### config.mk
export PLATFORM = sky130hd
export DESIGN_NAME = z8_irq_ctrl
export DESIGN_NICKNAME = d
export VERILOG_FILES = /design/src/rtl/z8_irq_pkg.sv /design/src/rtl/z8_irq_prio.sv /design/src/rtl/z8_irq_ctrl.sv
export SDC_FILE = /design/constraint.sdc
export NUM_CORES = 1
export LEC_CHECK = 0
export ABC_AREA = 1
export CORE_ASPECT_RATIO = 1.25
export CORE_MARGIN = 2
export CORE_UTILIZATION = 35
export DETAILED_ROUTE_END_ITERATION = 8
export GPL_TIMING_DRIVEN = 0
export HOLD_SLACK_MARGIN = 0.1
export PLACE_DENSITY_LB_ADDON = 0.25
export SYNTH_ARGS = -nofsm -noshare
export SYNTH_HDL_FRONTEND = slang
export SYNTH_SLANG_ARGS = --single-unit
### constraint.sdc
create_clock -name clk -period 1.7 [get_ports clk]
set_input_delay 0.34 -clock clk [delete_from_list [all_inputs] [get_ports clk]]
set_output_delay 0.34 -clock clk [all_outputs]
set_load 0.02 [all_outputs]
### src/rtl/z8_irq_pkg.sv
// ============================================================================
//  Module   : z8_irq_pkg
//  Brief    : Shared constants for the Z8 interrupt controller: SFR addresses,
//             FSM states, priority-group ids and IPR group-order codes.
//  Revision : 1.0
// ============================================================================
`default_nettype none

package z8_irq_pkg;

    localparam logic [7:0] SFR_IPR = 8'hF9;
    localparam logic [7:0] SFR_IRQ = 8'hFA;
    localparam logic [7:0] SFR_IMR = 8'hFB;

    typedef enum logic [1:0] {
        ST_IDLE = 2'd0,
        ST_PEND = 2'd1,
        ST_ACK  = 2'd2
    } irq_state_e;

    localparam logic [1:0] GRP_A = 2'd0;  // {IRQ5, IRQ3}
    localparam logic [1:0] GRP_B = 2'd1;  // {IRQ2, IRQ0}
    localparam logic [1:0] GRP_C = 2'd2;  // {IRQ1, IRQ4}

    localparam logic [2:0] IPR_CAB = 3'b001;
    localparam logic [2:0] IPR_ABC = 3'b010;
    localparam logic [2:0] IPR_ACB = 3'b011;
    localparam logic [2:0] IPR_BCA = 3'b100;
    localparam logic [2:0] IPR_CBA = 3'b101;
    localparam logic [2:0] IPR_BAC = 3'b110;

endpackage

`default_nettype wire

### src/rtl/z8_irq_prio.sv
// ============================================================================
//  Module   : z8_irq_prio
//  Brief    : Combinational Z8 priority resolver: eligible sources + IPR to
//             winning source index.
//  Revision : 1.0
// ============================================================================
`default_nettype none

module z8_irq_prio
    import z8_irq_pkg::*;
(
    input  logic [5:0] elig,
    input  logic [5:0] ipr,
    output logic       valid,
    output logic [2:0] idx
);

    function automatic logic [3:0] grp_pick(input logic [1:0] g,
                                            input logic [5:0] e,
                                            input logic [5:0] p);
        logic [2:0] first;
        logic [2:0] second;
        case (g)
            GRP_A:   begin first = p[3] ? 3'd3 : 3'd5; second = p[3] ? 3'd5 : 3'd3; end
            GRP_B:   begin first = p[4] ? 3'd0 : 3'd2; second = p[4] ? 3'd2 : 3'd0; end
            default: begin first = p[5] ? 3'd4 : 3'd1; second = p[5] ? 3'd1 : 3'd4; end
        endcase
        if (e[first])
            return {1'b1, first};
        else if (e[second])
            return {1'b1, second};
        return 4'd0;
    endfunction

    logic [2:0][1:0] w_ord;
    logic            w_code_ok;
    logic [3:0]      w_pick;

    always_comb begin
        w_code_ok = 1'b1;
        w_ord     = '0;
        case (ipr[2:0])
            IPR_CAB: w_ord = {GRP_B, GRP_A, GRP_C};
            IPR_ABC: w_ord = {GRP_C, GRP_B, GRP_A};
            IPR_ACB: w_ord = {GRP_B, GRP_C, GRP_A};
            IPR_BCA: w_ord = {GRP_A, GRP_C, GRP_B};
            IPR_CBA: w_ord = {GRP_A, GRP_B, GRP_C};
            IPR_BAC: w_ord = {GRP_C, GRP_A, GRP_B};
            default: w_code_ok = 1'b0;
        endcase
    end

    // w_ord[0] is the highest-ranked group; scan low-to-high rank so it wins last.
    always_comb begin
        valid  = 1'b0;
        idx    = 3'd0;
        w_pick = 4'd0;
        for (int k = 2; k >= 0; k--) begin
            w_pick = grp_pick(w_ord[k], elig, ipr);
            if (w_pick[3]) begin
                valid = 1'b1;
                idx   = w_pick[2:0];
            end
        end
        if (!w_code_ok)
            valid = 1'b0;
    end

endmodule

`default_nettype wire

### src/rtl/z8_irq_ctrl.sv
// ============================================================================
//  Module   : z8_irq_ctrl
//  Brief    : Z8 interrupt controller: IRQ/IMR/IPR SFRs, source synchronisers,
//             priority resolution and req/ack handshake to the core.
//  Revision : 1.0
// ============================================================================
`default_nettype none

module z8_irq_ctrl
    import z8_irq_pkg::*;
#(
    parameter int          SYNC_STAGES = 2,
    parameter logic [15:0] VECTOR_BASE = 16'h0000
) (
    input  logic        clk,
    input  logic        reset,
    input  logic [5:0]  irqIn,
    input  logic        regWrite,
    input  logic [7:0]  regAddr,
    input  logic [7:0]  regWdata,
    output logic [7:0]  regRdata,
    output logic        intReq,
    output logic [15:0] intVector,
    input  logic        intAck
);

    logic [SYNC_STAGES-1:0][5:0] sync_q;
    logic [5:0]  prev_q;
    logic [5:0]  irq_q, irq_d;
    logic [7:0]  imr_q, imr_d;
    logic [5:0]  ipr_q, ipr_d;
    logic [2:0]  sel_q, sel_d;
    logic [15:0] vec_q, vec_d;
    logic        req_q;
    irq_state_e  state_q, state_d;

    logic [5:0]  w_rise;
    logic [5:0]  w_elig;
    logic        w_valid;
    logic [2:0]  w_idx;

    assign w_rise = sync_q[SYNC_STAGES-1] & ~prev_q;
    assign w_elig = irq_q & imr_q[5:0] & {6{imr_q[7]}};

    z8_irq_prio u_prio (
        .elig  (w_elig),
        .ipr   (ipr_q),
        .valid (w_valid),
        .idx   (w_idx)
    );

    always_comb begin
        irq_d   = irq_q;
        imr_d   = imr_q;
        ipr_d   = ipr_q;
        sel_d   = sel_q;
        vec_d   = vec_q;
        state_d = state_q;
        if (regWrite) begin
            case (regAddr)
                SFR_IRQ: irq_d = regWdata[5:0];
                SFR_IMR: imr_d = regWdata;
                SFR_IPR: ipr_d = regWdata[5:0];
                default: ;
            endcase
        end
        irq_d = irq_d | w_rise;
        case (state_q)
            ST_IDLE: begin
                if (w_valid) begin
                    sel_d   = w_idx;
                    vec_d   = VECTOR_BASE + {12'd0, w_idx, 1'b0};
                    state_d = ST_PEND;
                end
            end
            ST_PEND: begin
                // Ack clears after the software/hardware updates so it overrides both.
                if (intAck) begin
                    irq_d[sel_q] = 1'b0;
                    imr_d[7]     = 1'b0;
                    state_d      = ST_ACK;
                end else if (!irq_d[sel_q] || !imr_d[sel_q] || !imr_d[7]) begin
                    state_d = ST_IDLE;
                end
            end
            default: state_d = ST_IDLE;
        endcase
    end

    always_ff @(posedge clk or negedge reset) begin
        if (!reset) begin
            sync_q  <= '0;
            prev_q  <= '0;
            irq_q   <= '0;
            imr_q   <= '0;
            ipr_q   <= '0;
            sel_q   <= '0;
            vec_q   <= VECTOR_BASE;
            req_q   <= 1'b0;
            state_q <= ST_IDLE;
        end else begin
            for (int s = SYNC_STAGES - 1; s > 0; s--)
                sync_q[s] <= sync_q[s-1];
            sync_q[0] <= irqIn;
            prev_q    <= sync_q[SYNC_STAGES-1];
            irq_q     <= irq_d;
            imr_q     <= imr_d;
            ipr_q     <= ipr_d;
            sel_q     <= sel_d;
            vec_q     <= vec_d;
            req_q     <= (state_d == ST_PEND);
            state_q   <= state_d;
        end
    end

    always_comb begin
        regRdata = 8'h00;
        case (regAddr)
            SFR_IPR: regRdata = {2'b00, ipr_q};
            SFR_IRQ: regRdata = {2'b00, irq_q};
            SFR_IMR: regRdata = imr_q;
            default: ;
        endcase
    end

    assign intReq    = req_q;
    assign intVector = vec_q;

endmodule

`default_nettype wire
After elaboration in Yosys (flattened, before gate mapping)
Index checks and enable logic that the tools add are counted.
{"block": "classes", "n_mux": 67, "eq_ne": 14, "bitwise_logic": 7, "magnitude_cmp": 8, "reduce_logical": 13}
{"cell": "4-bit two-way mux", "n": 9}
{"cell": "3-bit one-hot mux with 2 select lines", "n": 6}
{"cell": "6-bit one-hot mux with 6 select lines", "n": 1}
{"cell": "3-bit by 4-bit less-than comparator with 1-bit output, second input constant", "n": 7}
{"cell": "6-bit bitwise AND", "n": 4}
{"cell": "1-bit binary-select mux with 3-bit select", "n": 8}
{"cell": "8-bit equality test, second input constant", "n": 3}
{"cell": "6-bit two-way mux", "n": 4}
{"cell": "8-bit one-hot mux with 3 select lines", "n": 1}
{"cell": "1-bit two-way mux", "n": 22}
{"cell": "3-bit two-way mux", "n": 7}
{"cell": "8-bit two-way mux", "n": 2}
{"cell": "6-bit NOT", "n": 2}
{"cell": "2-bit by 1-bit equality test with 1-bit output, second input constant", "n": 5}
{"cell": "2-bit two-way mux", "n": 5}
{"cell": "3-bit equality test, second input constant", "n": 3}
{"cell": "2-bit logical NOT", "n": 4}
{"cell": "3-bit by 2-bit equality test with 1-bit output, second input constant", "n": 2}
{"cell": "6-bit OR", "n": 1}
{"cell": "6-bit OR reduction", "n": 1}
{"cell": "2-bit one-hot mux with 2 select lines", "n": 1}
{"cell": "2-bit AND reduction", "n": 2}
{"cell": "1-bit demux with 3-bit select", "n": 1}
{"cell": "3-bit by 1-bit equality test with 1-bit output, second input constant", "n": 1}
{"cell": "other kinds (4)", "n": 7}
{"block": "word_totals", "register_bits": 44, "wordCells": 118, "inputBits": 26, "out_inout_bits": 25}

Longest topological paths before layout
{"block": "logic_depth", "ltp_word": 16, "depth_mapped": 20, "mapped_depth_nobuf": 19}

By module
Synthesis repeated with hierarchy kept, for this count alone.
{"block": "unflattened", "hier_cells": 427, "area_unflattened_um2": 2995.4}
{"module": "z8_irq_ctrl", "cells_per_inst": 232, "area_each_um2": 2113.3, "instances": 1, "seq_area_each_um2": 1101.1}
{"module": "z8_irq_prio", "cells_per_inst": 195, "area_each_um2": 882.1, "instances": 1, "seq_area_each_um2": 0.0}

Worst setup path after synthesis
OpenSTA, ideal clock, no wires.
{"block": "synth_path", "path_kind": "register to register", "startpoint": "register ipr_q[1]", "endpoint": "register vec_q[1], in the netlist intVector[1]", "setup_ns": 0.120, "stages_incl_launch_ff": 14, "required_ns": 1.580, "n_path_buf": 1, "setup_slack_ns": -0.151, "synth_period_minus_slack_ns": 1.851, "t_arrival_ns": 1.731, "cell_sequence": "dfrtp_1 > buf_6 > o21ai_1 > nand3_2 > nand2_2 > o21ai_1 > nor2_1 > inv_1 > nand2_2 > nor2_8 > nand2_4 > nand3_1 > nor2_1 > nor2_1"}
{"block": "synth_between", "elab_chain_cells": 14, "elab_cells_between_ends": 56, "classes_between": "eq/ne: 9; mux: 42; reduce/logical: 5"}
{"element": "start, declared", "line": "z8_irq_ctrl.sv:31", "source": "logic [5:0] ipr_q, ipr_d;"}
{"element": "start signal, assigned", "line": "z8_irq_ctrl.sv:108", "source": "ipr_q <= ipr_d;"}
{"element": "3-bit equality test, or another cell as far along", "line": "z8_irq_prio.sv:42", "source": "case (ipr[2:0])"}
{"element": "6-bit one-hot mux with 6 select lines", "line": "z8_irq_prio.sv:42"}
{"element": "2-bit by 1-bit equality test with 1-bit output or 2-bit logical NOT (tied branches)", "line": "z8_irq_prio.sv:23", "source": "case (g)"}
{"element": "3-bit one-hot mux with 2 select lines", "line": "z8_irq_prio.sv:23"}
{"element": "1-bit binary-select mux with 3-bit select", "line": "z8_irq_prio.sv:30", "source": "else if (e[second])"}
{"element": "1-bit two-way mux (implied by the code)", "line": "z8_irq_prio.sv:30"}
{"element": "1-bit two-way mux", "line": "z8_irq_prio.sv:30"}
{"element": "1-bit two-way mux", "line": "z8_irq_prio.sv:28", "source": "if (e[first])"}
{"element": "4-bit two-way mux", "line": "z8_irq_prio.sv:32", "source": "return 4'd0;"}
{"element": "1-bit two-way mux (3 in a row)", "line": "z8_irq_prio.sv:60", "source": "if (w_pick[3]) begin"}
{"element": "1-bit two-way mux", "line": "z8_irq_prio.sv:65", "source": "if (!w_code_ok)"}
{"element": "2-bit AND reduction (no line)"}
{"element": "end signal, assigned", "line": "z8_irq_ctrl.sv:110", "source": "vec_q <= vec_d;"}
{"element": "end, declared", "line": "z8_irq_ctrl.sv:33", "source": "logic [15:0] vec_q, vec_d;"}
Parallel ways exist; a longest one is shown, timed or not. The select of a mux whose other input is x is not followed.
A chain may end at the register's enable or synchronous reset.

Worst setup path in the final report
{"block": "layout_path", "startpoint": "register ipr_q[0]", "endpoint": "register vec_q[1], in the netlist intVector[1]"}
Same word-level chain as after synthesis.

==> run metrics <==
post-synth top area cell dfrtp_1; xor and xnor area share after synthesis 0%; CTS root buf clkbuf_8; Post-DP Area 0.003467 mm²; I/O Pins 51; Synth Area in Compound Gates 11.30%; Min Hold Slack 0.3524 ns; CP cell instances clkinv_4 > nor2_4 > nand2_4 > nand2_4 > inv_2 > nand2_2 > nand3_2 > nand2_2 > nand2_2 > nand2_2 > inv_2 > nand2_4 > nor2_4 > nand2_4 > nand3_2 > nor2_2 > nor2_1; first-pass GRT wire length 12550 µm; Critical Path Max Stage Delay 0.49 ns; Pins Over Slew Limit 0; crit start category flop; most frequent cells in the layout nand2_1, inv_1, dfrtp_1; HP Class flop to flop; clock buffer count from CTS 5; failing checks negative setup slack; Nets 520; most common cell after layout, fill and taps aside nand2_1; kind of critical path flop to flop; Worst Skew 0.008224 ns; LEAKAGE 2.062 nW; Vias 2855; number of max-cap violations 0; status finished, violations left; core footprint 0.008148 mm²; Final Hold Vio Count 0; Synth Area in Simple Gates 37.36%; share of the synthesized area in the top cell type 38.10%; mux cell area share after synthesis 0%; Max clock buf depth 2; final setup violation count 9; Seq/Total Area, Yosys 38.10%; ANT nets after route 0; final worst path period need 1.995 ns; # diodes 0; Metal-1 WL 3290 µm; synth unique cells 31; vias in the first global route 2786; fmax 501.2 MHz; fin crit share 117.4%; Worst VDD drop 0.8694 mV; CTS tree done; Placer Congestion 0.9053; Area Growth Syn to Fin 41.30%; Synth Instances 416; Sink Count 44; GR Overflow Total 0; DP HPWL 5806 µm; WP data arrival 2.19 ns; element type at the critical path end flop; clock transition at the registers of the reported paths 0.09 ns; initial antenna violation count 0; die height 105.6 µm; Synth Register Bits 44; Rows 37; layout cells sized above 1 33.94%; Initial Utilization 35.47%; WP data required 1.89 ns; Crit Path Max Fanout 7; synthesized area 0.002890 mm²; Top Metal Used met4; RSZ-0062 raised after global routing yes; top post-synthesis cells by area dfrtp_1, nand2_1, inv_1; final wirelength 7757 µm; # fillers 808; die area 0.009006 mm²; adder-cell area share of the yosys netlist 0%; met2 wire len 4206 µm; wire per inst 13.10 µm; slew margin rel. 62.60%; die width 85.28 µm; final worst-path setup slack -0.2951 ns; Buffers on Ports 37; DR iter-0 viols 139; Syn. warnings 0; Skew-Pair Late Insertion Delay 0.30 ns; PD cells 778.3 mW/mm²; drt drc 0; via/cell ratio 4.823; Total GRT Usage 17.16%; 1st-pass router iterations 4; design area 0.004084 mm²; met3 WL 169 µm; H-tree Lvls 2; largest net degree at the start of global routing 41; Crit-path slowest cell dfrtp_2; worst slew pin tran 0.5610 ns; synthesized area per cell 6.948 µm²; largest family of logic cells by synthesized area simple AND/OR/NAND/NOR gates
[power by group]
| group | total, W | leakage [nW] | internal, W | switching (W) |
|---|---|---|---|---|
| clock | 0.000815 | 0.0548 | 0.000443 | 0.000373 |
| sequential | 0.00127 | 0.522 | 0.00115 | 0.000120 |
| combinational | 0.00110 | 1.49 | 0.000420 | 0.000677 |
| total | 0.00318 | 2.06 | 0.00201 | 0.00117 |
[layer usage]
layer / vias up / GRT usage, %
li1: 1452 / -
met1: 1352 / 20.53
met2: 42 / 31.08
met3: 9 / 2.349
met4: 0 / 5.896
met5: - / 0
[per-stage QoR]
step	setup TNS (ns)	power [W]	setup slack (ns)	std cells	util [%]
after floorplan	-0.08115	0.001888	-0.04058	428	-
after CTS	-1.454	0.003089	-0.2712	584	46.42
after global routing	-2.766	0.003385	-0.4474	592	50.12
after detailed placement	-13.81	0.002222	-0.9658	563	42.55
final	-1.705	0.003178	-0.2951	592	50.12
after global placement	-51.29	0.002203	-1.003	562	42.37
[critical path: cells and delay by family, from the launching register on]
family / cells / cell delay (ns)
flops: 1 / 0.49
simple gates: 14 / 1.15
buf+inv: 3 / 0.24
[timing repair]
item,CTS,global route
gates cloned,1,0
setup endpoints to repair,22,16
hold endpoints to repair,44,0
hold buffers,1,0
setup buffers,11,8
gates resized for setup,94,72
pin swaps,23,43
[Yosys cell counts, drive strengths merged]
cell type,instances
o21a,3
nor3,1
inv,68
conb,1
clkbuf,1
and2,1
o221ai,6
nor2,29
o21ai,25
a21oi,6
a311oi,1
o211ai,8
nor4,2
clkinv,1
buf,15
o31ai,3
nand2,154
dfrtp,44
nand3,47
[registers in the layout (all words and copies together), names as in the netlist]
register and cells:
sync_q 12, state_q 2, prev_q 6, ipr_q 6, intReq 1, irq_q 6, imr_q 8, intVector 3
[path summary, 6_finish.rpt]
check | start | end | slack, ns | cells after the start
worst max-delay path | ipr_q[0]$_DFFE_PN0P_ | intVector[1]$_DFFE_PN0P_ | -0.30 | 17
max in group asynchronous | reset | imr_q[7]$_DFF_PN0_ | 0.88 | 3
worst min register to register | sync_q[4]$_DFF_PN0_ | sync_q[10]$_DFF_PN0_ | 0.35 | 0
min in group asynchronous | reset | sync_q[5]$_DFF_PN0_ | 0.38 | 2
worst max register to register | ipr_q[0]$_DFFE_PN0P_ | intVector[1]$_DFFE_PN0P_ | -0.30 | 17
worst min-delay path | sync_q[4]$_DFF_PN0_ | sync_q[10]$_DFF_PN0_ | 0.35 | 0
[cell type report]
type | count | area [µm²] | share of cell area (%)
inverter | 69 | 277.8 | 6.801
tap | 97 | 121.4 | 2.972
sequential | 44 | 1106 | 27.08
clock inverter | 3 | 46.29 | 1.134
multi-input combinational | 300 | 1809 | 44.30
buffer | 16 | 117.6 | 2.880
clock buffer | 5 | 68.82 | 1.685
timing repair buffer | 58 | 536.8 | 13.14
[kinds of logic (layout without fill, tap and decap cells)]
group	count (synthesis)	count (layout)
and+or+nand+nor	234	235
buffers and inverters	85	151
AOI/OAI and AO/OA	52	52
DFF	44	44
other	1	13
(Power assumes the default switching activity.)
